$ cat src/rtl/spi_cmd_responder.sv
// spi_cmd_responder: SPI-slave (mode 0, MSB first) command responder.
// Takes 4-byte frames (addr_msb, addr_lsb, instruction, data), one byte per
// SS window, and issues single-cycle write strobes or a one-byte read on MISO.
// Everything runs on system_clock; SCLK/MOSI/SS are oversampled.
// Optional build macro: SPI_TIMEOUT_EN enables the inter-byte SS-high timeout.
module spi_cmd_responder #(
    parameter int unsigned SYNC_STAGES    = 2,
    parameter int unsigned ADDR_W         = 8,
    parameter int unsigned TIMEOUT_CYCLES = 4096
) (
    input  logic              system_clock,
    input  logic              rst,
    input  logic              SCLK,
    input  logic              MOSI,
    input  logic              SS,
    output logic              MISO,
    output logic [ADDR_W-1:0] mem_addr,
    output logic [7:0]        mem_wdata,
    output logic              mem_we,
    output logic              clk_div_we,
    output logic              spike_we,
    output logic              debug_we,
    output logic              rd_req,
    input  logic [7:0]        rd_data,
    output logic              spi_instruction_done,
    output logic              frame_error
);

    if (SYNC_STAGES < 2 || SYNC_STAGES > 3 || TIMEOUT_CYCLES < 1) begin : g_param_check
        $error("spi_cmd_responder: illegal parameter value");
    end

    localparam logic [7:0] OP_READ   = 8'h00;
    localparam logic [7:0] OP_WRITE  = 8'h01;
    localparam logic [7:0] OP_CLKDIV = 8'h05;
    localparam logic [7:0] OP_SPIKE  = 8'h07;
    localparam logic [7:0] OP_DEBUG  = 8'h09;

    typedef enum logic [2:0] {
        S_MSB,
        S_LSB,
        S_INSTR,
        S_DATA,
        S_EXEC
    } state_t;

    state_t state_q, state_d;

    logic [SYNC_STAGES-1:0] sclk_sync_q, mosi_sync_q, ss_sync_q;
    logic                   sclk_prev_q, ss_prev_q;
    logic                   sclk_s, mosi_s, ss_s;
    logic                   sclk_rise, ss_rise, ss_fall;

    logic [3:0]        bit_cnt_q;
    logic [7:0]        rx_q;
    logic [7:0]        tx_q;
    logic [7:0]        op_q;
    logic [ADDR_W-1:0] mem_addr_q;
    logic [7:0]        mem_wdata_q;
    logic              rd_req_q, rd_ld_q;
    logic              frame_error_q;
    logic              byte_ok, byte_bad;
    logic              op_known;
    logic              read_window;
    logic              timeout;

    logic mem_we_d, clk_div_we_d, spike_we_d, debug_we_d, done_d;
    logic mem_we_q, clk_div_we_q, spike_we_q, debug_we_q, done_q;

    assign sclk_s    = sclk_sync_q[SYNC_STAGES-1];
    assign mosi_s    = mosi_sync_q[SYNC_STAGES-1];
    assign ss_s      = ss_sync_q[SYNC_STAGES-1];
    assign sclk_rise = sclk_s & ~sclk_prev_q;
    assign ss_rise   = ss_s & ~ss_prev_q;
    assign ss_fall   = ~ss_s & ss_prev_q;

    assign byte_ok  = ss_rise && (bit_cnt_q == 4'd8);
    assign byte_bad = ss_rise && (bit_cnt_q != 4'd8);

    assign op_known = (op_q == OP_READ) || (op_q == OP_WRITE) || (op_q == OP_CLKDIV) ||
                      (op_q == OP_SPIKE) || (op_q == OP_DEBUG);

    assign read_window = (state_q == S_DATA) && (op_q == OP_READ) && !ss_s;

    // Input synchronisers and edge-detect history; SS idles high.
    always_ff @(posedge system_clock or posedge rst) begin
        if (rst) begin
            sclk_sync_q <= '0;
            mosi_sync_q <= '0;
            ss_sync_q   <= '1;
            sclk_prev_q <= 1'b0;
            ss_prev_q   <= 1'b1;
        end else begin
            sclk_sync_q <= {sclk_sync_q[SYNC_STAGES-2:0], SCLK};
            mosi_sync_q <= {mosi_sync_q[SYNC_STAGES-2:0], MOSI};
            ss_sync_q   <= {ss_sync_q[SYNC_STAGES-2:0], SS};
            sclk_prev_q <= sclk_s;
            ss_prev_q   <= ss_s;
        end
    end

`ifdef SPI_TIMEOUT_EN
    localparam int unsigned TMO_W = $clog2(TIMEOUT_CYCLES + 1);
    logic [TMO_W-1:0] tmo_cnt_q;

    // Inter-byte inactivity counter; only runs mid-frame while SS is high.
    always_ff @(posedge system_clock or posedge rst) begin
        if (rst) begin
            tmo_cnt_q <= '0;
        end else if (state_q == S_MSB || ss_fall) begin
            tmo_cnt_q <= '0;
        end else if (ss_s && !timeout) begin
            tmo_cnt_q <= tmo_cnt_q + 1'b1;
        end
    end

    assign timeout = (tmo_cnt_q == TMO_W'(TIMEOUT_CYCLES));
`else
    assign timeout = 1'b0;
`endif

    // Bit deserialiser, field capture, read fetch and MISO shifter.
    always_ff @(posedge system_clock or posedge rst) begin
        if (rst) begin
            bit_cnt_q     <= '0;
            rx_q          <= '0;
            tx_q          <= '0;
            op_q          <= '0;
            mem_addr_q    <= '0;
            mem_wdata_q   <= '0;
            rd_req_q      <= 1'b0;
            rd_ld_q       <= 1'b0;
            frame_error_q <= 1'b0;
        end else begin
            if (ss_rise) begin
                bit_cnt_q <= '0;
            end else if (sclk_rise && !ss_s && bit_cnt_q != 4'd8) begin
                rx_q      <= {rx_q[6:0], mosi_s};
                bit_cnt_q <= bit_cnt_q + 4'd1;
            end

            if (byte_ok && state_q == S_LSB && !timeout) begin
                mem_addr_q <= ADDR_W'(rx_q);
            end
            if (byte_ok && state_q == S_INSTR && !timeout) begin
                op_q <= rx_q;
            end
            if (byte_ok && state_q == S_DATA && !timeout) begin
                mem_wdata_q <= rx_q;
            end

            // rd_data is valid the cycle after rd_req, so load one cycle later.
            rd_req_q <= byte_ok && !timeout && (state_q == S_INSTR) && (rx_q == OP_READ);
            rd_ld_q  <= rd_req_q;

            if (rd_ld_q) begin
                tx_q <= rd_data;
            end else if (sclk_rise && read_window) begin
                tx_q <= {tx_q[6:0], 1'b0};
            end

            if (byte_bad || timeout || (state_q == S_EXEC && !op_known)) begin
                frame_error_q <= 1'b1;
            end
        end
    end

    // FSM state register.
    always_ff @(posedge system_clock or posedge rst) begin
        if (rst) begin
            state_q <= S_MSB;
        end else begin
            state_q <= state_d;
        end
    end

    // FSM next state: one step per accepted byte, abort on bad byte or timeout.
    always_comb begin
        state_d = state_q;
        if (timeout || byte_bad) begin
            state_d = S_MSB;
        end else begin
            case (state_q)
                S_MSB:   if (byte_ok) state_d = S_LSB;
                S_LSB:   if (byte_ok) state_d = S_INSTR;
                S_INSTR: if (byte_ok) state_d = S_DATA;
                S_DATA:  if (byte_ok) state_d = S_EXEC;
                S_EXEC:  state_d = S_MSB;
                default: state_d = S_MSB;
            endcase
        end
    end

    // FSM outputs: decoded strobe and done in S_EXEC, MISO during a read data byte.
    always_comb begin
        mem_we_d     = 1'b0;
        clk_div_we_d = 1'b0;
        spike_we_d   = 1'b0;
        debug_we_d   = 1'b0;
        done_d       = 1'b0;
        MISO         = read_window ? tx_q[7] : 1'b0;
        if (state_q == S_EXEC) begin
            done_d = 1'b1;
            case (op_q)
                OP_WRITE:  mem_we_d     = 1'b1;
                OP_CLKDIV: clk_div_we_d = 1'b1;
                OP_SPIKE:  spike_we_d   = 1'b1;
                OP_DEBUG:  debug_we_d   = 1'b1;
                default:   ;
            endcase
        end
    end

    // Registered strobe outputs.
    always_ff @(posedge system_clock or posedge rst) begin
        if (rst) begin
            mem_we_q     <= 1'b0;
            clk_div_we_q <= 1'b0;
            spike_we_q   <= 1'b0;
            debug_we_q   <= 1'b0;
            done_q       <= 1'b0;
        end else begin
            mem_we_q     <= mem_we_d;
            clk_div_we_q <= clk_div_we_d;
            spike_we_q   <= spike_we_d;
            debug_we_q   <= debug_we_d;
            done_q       <= done_d;
        end
    end

    assign mem_addr             = mem_addr_q;
    assign mem_wdata            = mem_wdata_q;
    assign mem_we               = mem_we_q;
    assign clk_div_we           = clk_div_we_q;
    assign spike_we             = spike_we_q;
    assign debug_we             = debug_we_q;
    assign rd_req               = rd_req_q;
    assign spi_instruction_done = done_q;
    assign frame_error          = frame_error_q;

endmodule

$ cat config.mk
export PLATFORM = sky130hd
export DESIGN_NAME = spi_cmd_responder
export DESIGN_NICKNAME = d
export VERILOG_FILES = /design/src/rtl/spi_cmd_responder.sv
export SDC_FILE = /design/constraint.sdc
export NUM_CORES = 1
export LEC_CHECK = 0
export CORE_MARGIN = 2
export CORE_UTILIZATION = 30
export CTS_CLUSTER_DIAMETER = 60
export DETAILED_ROUTE_END_ITERATION = 10
export GPL_ROUTABILITY_DRIVEN = 0
export PLACE_DENSITY = 0.45
export RECOVER_POWER = 100
export SLEW_MARGIN = 5
export SYNTH_ARGS = -nofsm -noshare
export SYNTH_HDL_FRONTEND = slang
export SYNTH_SLANG_ARGS = --single-unit
$ cat constraint.sdc
create_clock -name system_clock -period 2.4 [get_ports system_clock]
set_input_delay 0.24 -clock system_clock [delete_from_list [all_inputs] [get_ports system_clock]]
set_output_delay 0.24 -clock system_clock [all_outputs]
set_load 0.01 [all_outputs]
Yosys cells after proc, flatten, opt, wreduce, memory -nomap -nowiden
Cells that the tools add are included.

storage, ports and cells
  register bits after elaboration = 63
  word-level logic and storage cells = 86
  output and inout port bits = 24

operators by class
  eq/ne operators = 14
  bitwise logic cells = 5
  muxes and demuxes = 20
  $add $sub $neg = 1
  reduce and logical (&&, ||, !) cells = 26

operators by type and width
  kind                 count
  $eq 8x3->1 const B   2
  $logic_not 8->1      2
  $mux 8               2
  $mux 3               5
  $logic_and 1x1->1    12
  $ne 3x3->1 const B   4
  $pmux 3 s4           1
  $mux 1               10
  $eq 8x1->1 const B   1
  $eq 8x4->1 const B   1
  $mux 4               2
  $eq 3x2->1 const B   2
  $logic_or 1x1->1     5
  $add 4x1->4 const B  1
  $eq 4x4->1 const B   1
  $ne 4x4->1 const B   1
  $reduce_and 4->1     1
  $reduce_bool 2->1    2
  $eq 3x1->1 const B   1
  $eq 3x3->1 const B   1
  $logic_not 3->1      1
  $not 1->1            3
  $and 1x1->1          2
  $logic_not 1->1      2
  $reduce_and 2->1     1

Logic depth before layout (Yosys ltp)
  depth after elaboration = 8
  depth in mapped cells = 7
  mapped depth without buffers = 6

Worst setup path after synthesis
Ideal clock, no wire load.

  kind = reg2reg
  start = register bit_cnt_q[0]
  end = register mem_addr_q[0], in the netlist mem_addr[0]
  period minus slack after synthesis = 1.942 ns
  setup time = 0.125 ns
  setup slack = 0.458 ns
  arrival = 1.817 ns
  stages on the path, launching flop included = 8
  path through = dfrtp_1 > inv_1 > ha_1 > nand3b_4 > nand2b_4 > or4b_4 > buf_6 > mux2_4

between the ends
  cells in the longest elaborated chain, start to end = 3

ends and longest elaborated chain
  item                    RTL line  RTL
  start, declared         54        logic [3:0] bit_cnt_q;
  start signal, assigned  139       bit_cnt_q <= bit_cnt_q + 4'd1;
  $eq 4x4->1              77        assign byte_ok = ss_rise && (bit_cnt_q == 4'd8);
  $logic_and 1x1->1       77
  $logic_and 1x1->1       142       if (byte_ok && state_q == S_LSB && !timeout) begin
  end signal, assigned    143       mem_addr_q <= ADDR_W'(rx_q);
  end, declared           58        logic [ADDR_W-1:0] mem_addr_q;

Every way passes these cells.
A chain may end at the register's enable or synchronous reset.

Worst setup path in the final report
  start = register op_q[7]
  end = output port MISO

between the ends
  cells in the longest elaborated chain, start to end = 4

ends and longest elaborated chain
  item                            RTL line  RTL
  start, declared                 57        logic [7:0] op_q;
  start signal, assigned          146       op_q <= rx_q;
  $logic_not 8->1                 83        assign read_window = (state_q == S_DATA) && (op_q == OP_READ) && !ss_s;
  $logic_and 1x1->1 (2 in a row)  83
  $mux 1                          201       MISO = read_window ? tx_q[7] : 1'b0;
  end, declared                   16        output logic MISO,

Every way passes these cells.

==> results.json <==
{
  "wl_per_cell_um": 14.0,
  "ant_nets": 0,
  "coreArea_um2": 8260,
  "ys_seq_elements": 63,
  "p_total_mw": 2.40,
  "fin_crit_ps": 2190,
  "fin_tns_setup_ps": 0,
  "final_util_pct": 39.2,
  "worstPathRequired_ps": 2160,
  "setup_viol": 0,
  "vias": 1556,
  "tritoncts": "built",
  "async_flop_share_pct": 100,
  "antenna_found_initial": 0,
  "io_pins": 37,
  "avgSynthCellArea_um2": 14.0,
  "slew_headroom_pct": 42.9,
  "port_buffers": 36,
  "first_iter_violations": 57,
  "gr-total-overflow": 0,
  "drc_errors": 0,
  "critPathLaunchType": "flip-flop",
  "grt_pass1_vias": 1587,
  "synthCells": 183,
  "status": "completed",
  "synth_top_area_share_pct": 58.5,
  "die_y_um": 96.5,
  "yosysTopAreaCell": "dfrtp_1",
  "ys_types": 36,
  "worstMarginPinSlew_ps": 856,
  "maxCapViolations": 0,
  "first_pass_iters": 4,
  "fmax_mhz": 456,
  "hpwl_um": 3220,
  "start_util_pct": 31.1,
  "grt_max_degree": 44,
  "ctsResizeCount": 0,
  "die_area_um2": 9310,
  "finalCritPeriodShare_pct": 91.3,
  "cts-root-buf": "clkbuf_8",
  "rows": 33,
  "nFillCells": 824,
  "path_max_fanout": 5,
  "cts_buffers": 9,
  "finClkSkew_ps": 13.4,
  "hold_violations": 0,
  "power.leakage_nw": 1.47,
  "yosysMostFrequentCell": "dfrtp_1",
  "synthTopCellsByCount": "60 x dfrtp_1, 25 x mux2_2, 16 x nand2_1, 8 x mux2_4",
  "viasPerCell": 4.58,
  "htree_levels": 3,
  "powerDensity_nw_per_um2": 741,
  "end_kind": "output port",
  "synthFlopType": "dfrtp_1",
  "ir_drop_mv": 0.297,
  "rsz0062_at_grt": "no",
  "synth_top_cells_by_area": "dfrtp_1 59%, mux2_2 11%, mux2_4 4.7%",
  "worstSetupPathType": "reg2out",
  "slew_viol_final": 0,
  "ys.warnings.count": 0,
  "diodes": 0,
  "clk_latency_ps": 340,
  "final.setup.worst_slack_ps": 208,
  "syn_nets": 198,
  "dieWidth_um": 96.5,
  "yosysSeqAreaShare_pct": 61.6,
  "fin_nets": 245,
  "grt_first_pass_wirelength_um": 7870,
  "cts.path.max_buffers": 2,
  "ctsHoldBuffers": 0,
  "netlist_area_um2": 2560,
  "dp_slack_ps": 380,
  "critPathArrivalTime_ps": 1950,
  "worstHoldPathType": "reg2reg",
  "totalWireLength_um": 4770,
  "clkSlewWorstSetupHoldPaths_ps": 70,
  "drive_gt1_share_pct": 20.9,
  "postCtsSetupRepairBufs": 0,
  "cts.sink_count": 63,
  "syn_to_final_growth_pct": 26.3,
  "synth-edff-count": 0,
  "gr-usage-all-layers_pct": 11.5
}
flip-flops by register name (all words and copies together), names as in the netlist, 2 cells and up:
name	cells
bit_cnt_q	4
mem_addr	8
mem_wdata	8
mosi_sync_q	2
op_q	8
rx_q	8
sclk_sync_q	2
ss_sync_q	2
state_q	3
tx_q	8
stage by stage:
step / area [um2] / hold WS [ps] / std cells
2_1_floorplan: 2560 / 244 / 183
3_3_place_gp: 3070 / 333 / 324
3_5_place_dp: 3070 / 338 / 324
4_1_cts: 3300 / 246 / 340
5_1_grt: 3240 / 360 / 340
6_report: 3240 / 351 / 340
worst paths after layout:
kind | depth (start not counted) | endpoint | slack [ps] | startpoint
min in group asynchronous | 2 | mem_wdata[7] | 510 | rst
min | 0 | mosi_sync_q[1] | 350 | mosi_sync_q[0]
max reg2reg | 7 | op_q[3] | 230 | bit_cnt_q[0]
min reg2reg | 0 | mosi_sync_q[1] | 350 | mosi_sync_q[0]
max in group asynchronous | 3 | ss_prev_q | 1100 | rst
max | 4 | MISO | 210 | op_q[7]
worst max-delay path: stages (launching register included):
cell and delay (ps):
dfrtp_1 380, nor4_1 330, buf_4 190, and4b_1 190, clkdlybuf4s50_1 530
power breakdown:
group          internal (mW)  switching, mW
Clock                  0.618          0.422
Sequential              1.13         0.0986
Combinational         0.0796         0.0533
Total                   1.83          0.574
placed cells by master, fill, tap and decap left out, types with 3 or more instances in the layout:
master / instances
nor4_1: 4
dlygate4sd3_1: 27
mux2_1: 8
mux2i_1: 6
nor2_1: 5
o21ai_0: 3
inv_1: 4
nor3_1: 4
mux2_2: 25
clkdlybuf4s50_1: 9
dfrtp_1: 60
nor3b_1: 7
nand2_1: 16
clkbuf_8: 10
nand2b_1: 4
nor2b_1: 7
final cells by class:
| class | count | area, um2 | area share (%) |
|---|---|---|---|
| inverters | 4 | 15.0 | 0.463 |
| multi-input cells | 112 | 888 | 27.4 |
| flip-flops and latches | 63 | 1580 | 48.8 |
| repair buffers | 40 | 395 | 12.2 |
| clock buffers | 10 | 138 | 4.25 |
| clock inverters | 6 | 92.6 | 2.86 |
| well taps | 105 | 131 | 4.05 |
routing by layer:
metal,global-route usage [%],part of all wire [%],vias to the layer above
li1,-,-,745
met1,15.7,51,767
met2,16.1,41,35
met3,3.34,5.3,9
met4,6.69,2.5,0
met5,0,0,-
logic make-up after synthesis:
group           count (synthesis)  synth area share (%)
mux                            39                  18.0
simple gates                   61                  15.0
compound gates                  8                  2.10
buf+inv                         8                  1.61
fa+ha+maj                       2                 0.975
xor+xnor                        2                 0.683
flops                          63                  61.6
No activity file was read; power rests on OpenSTA's default activity.
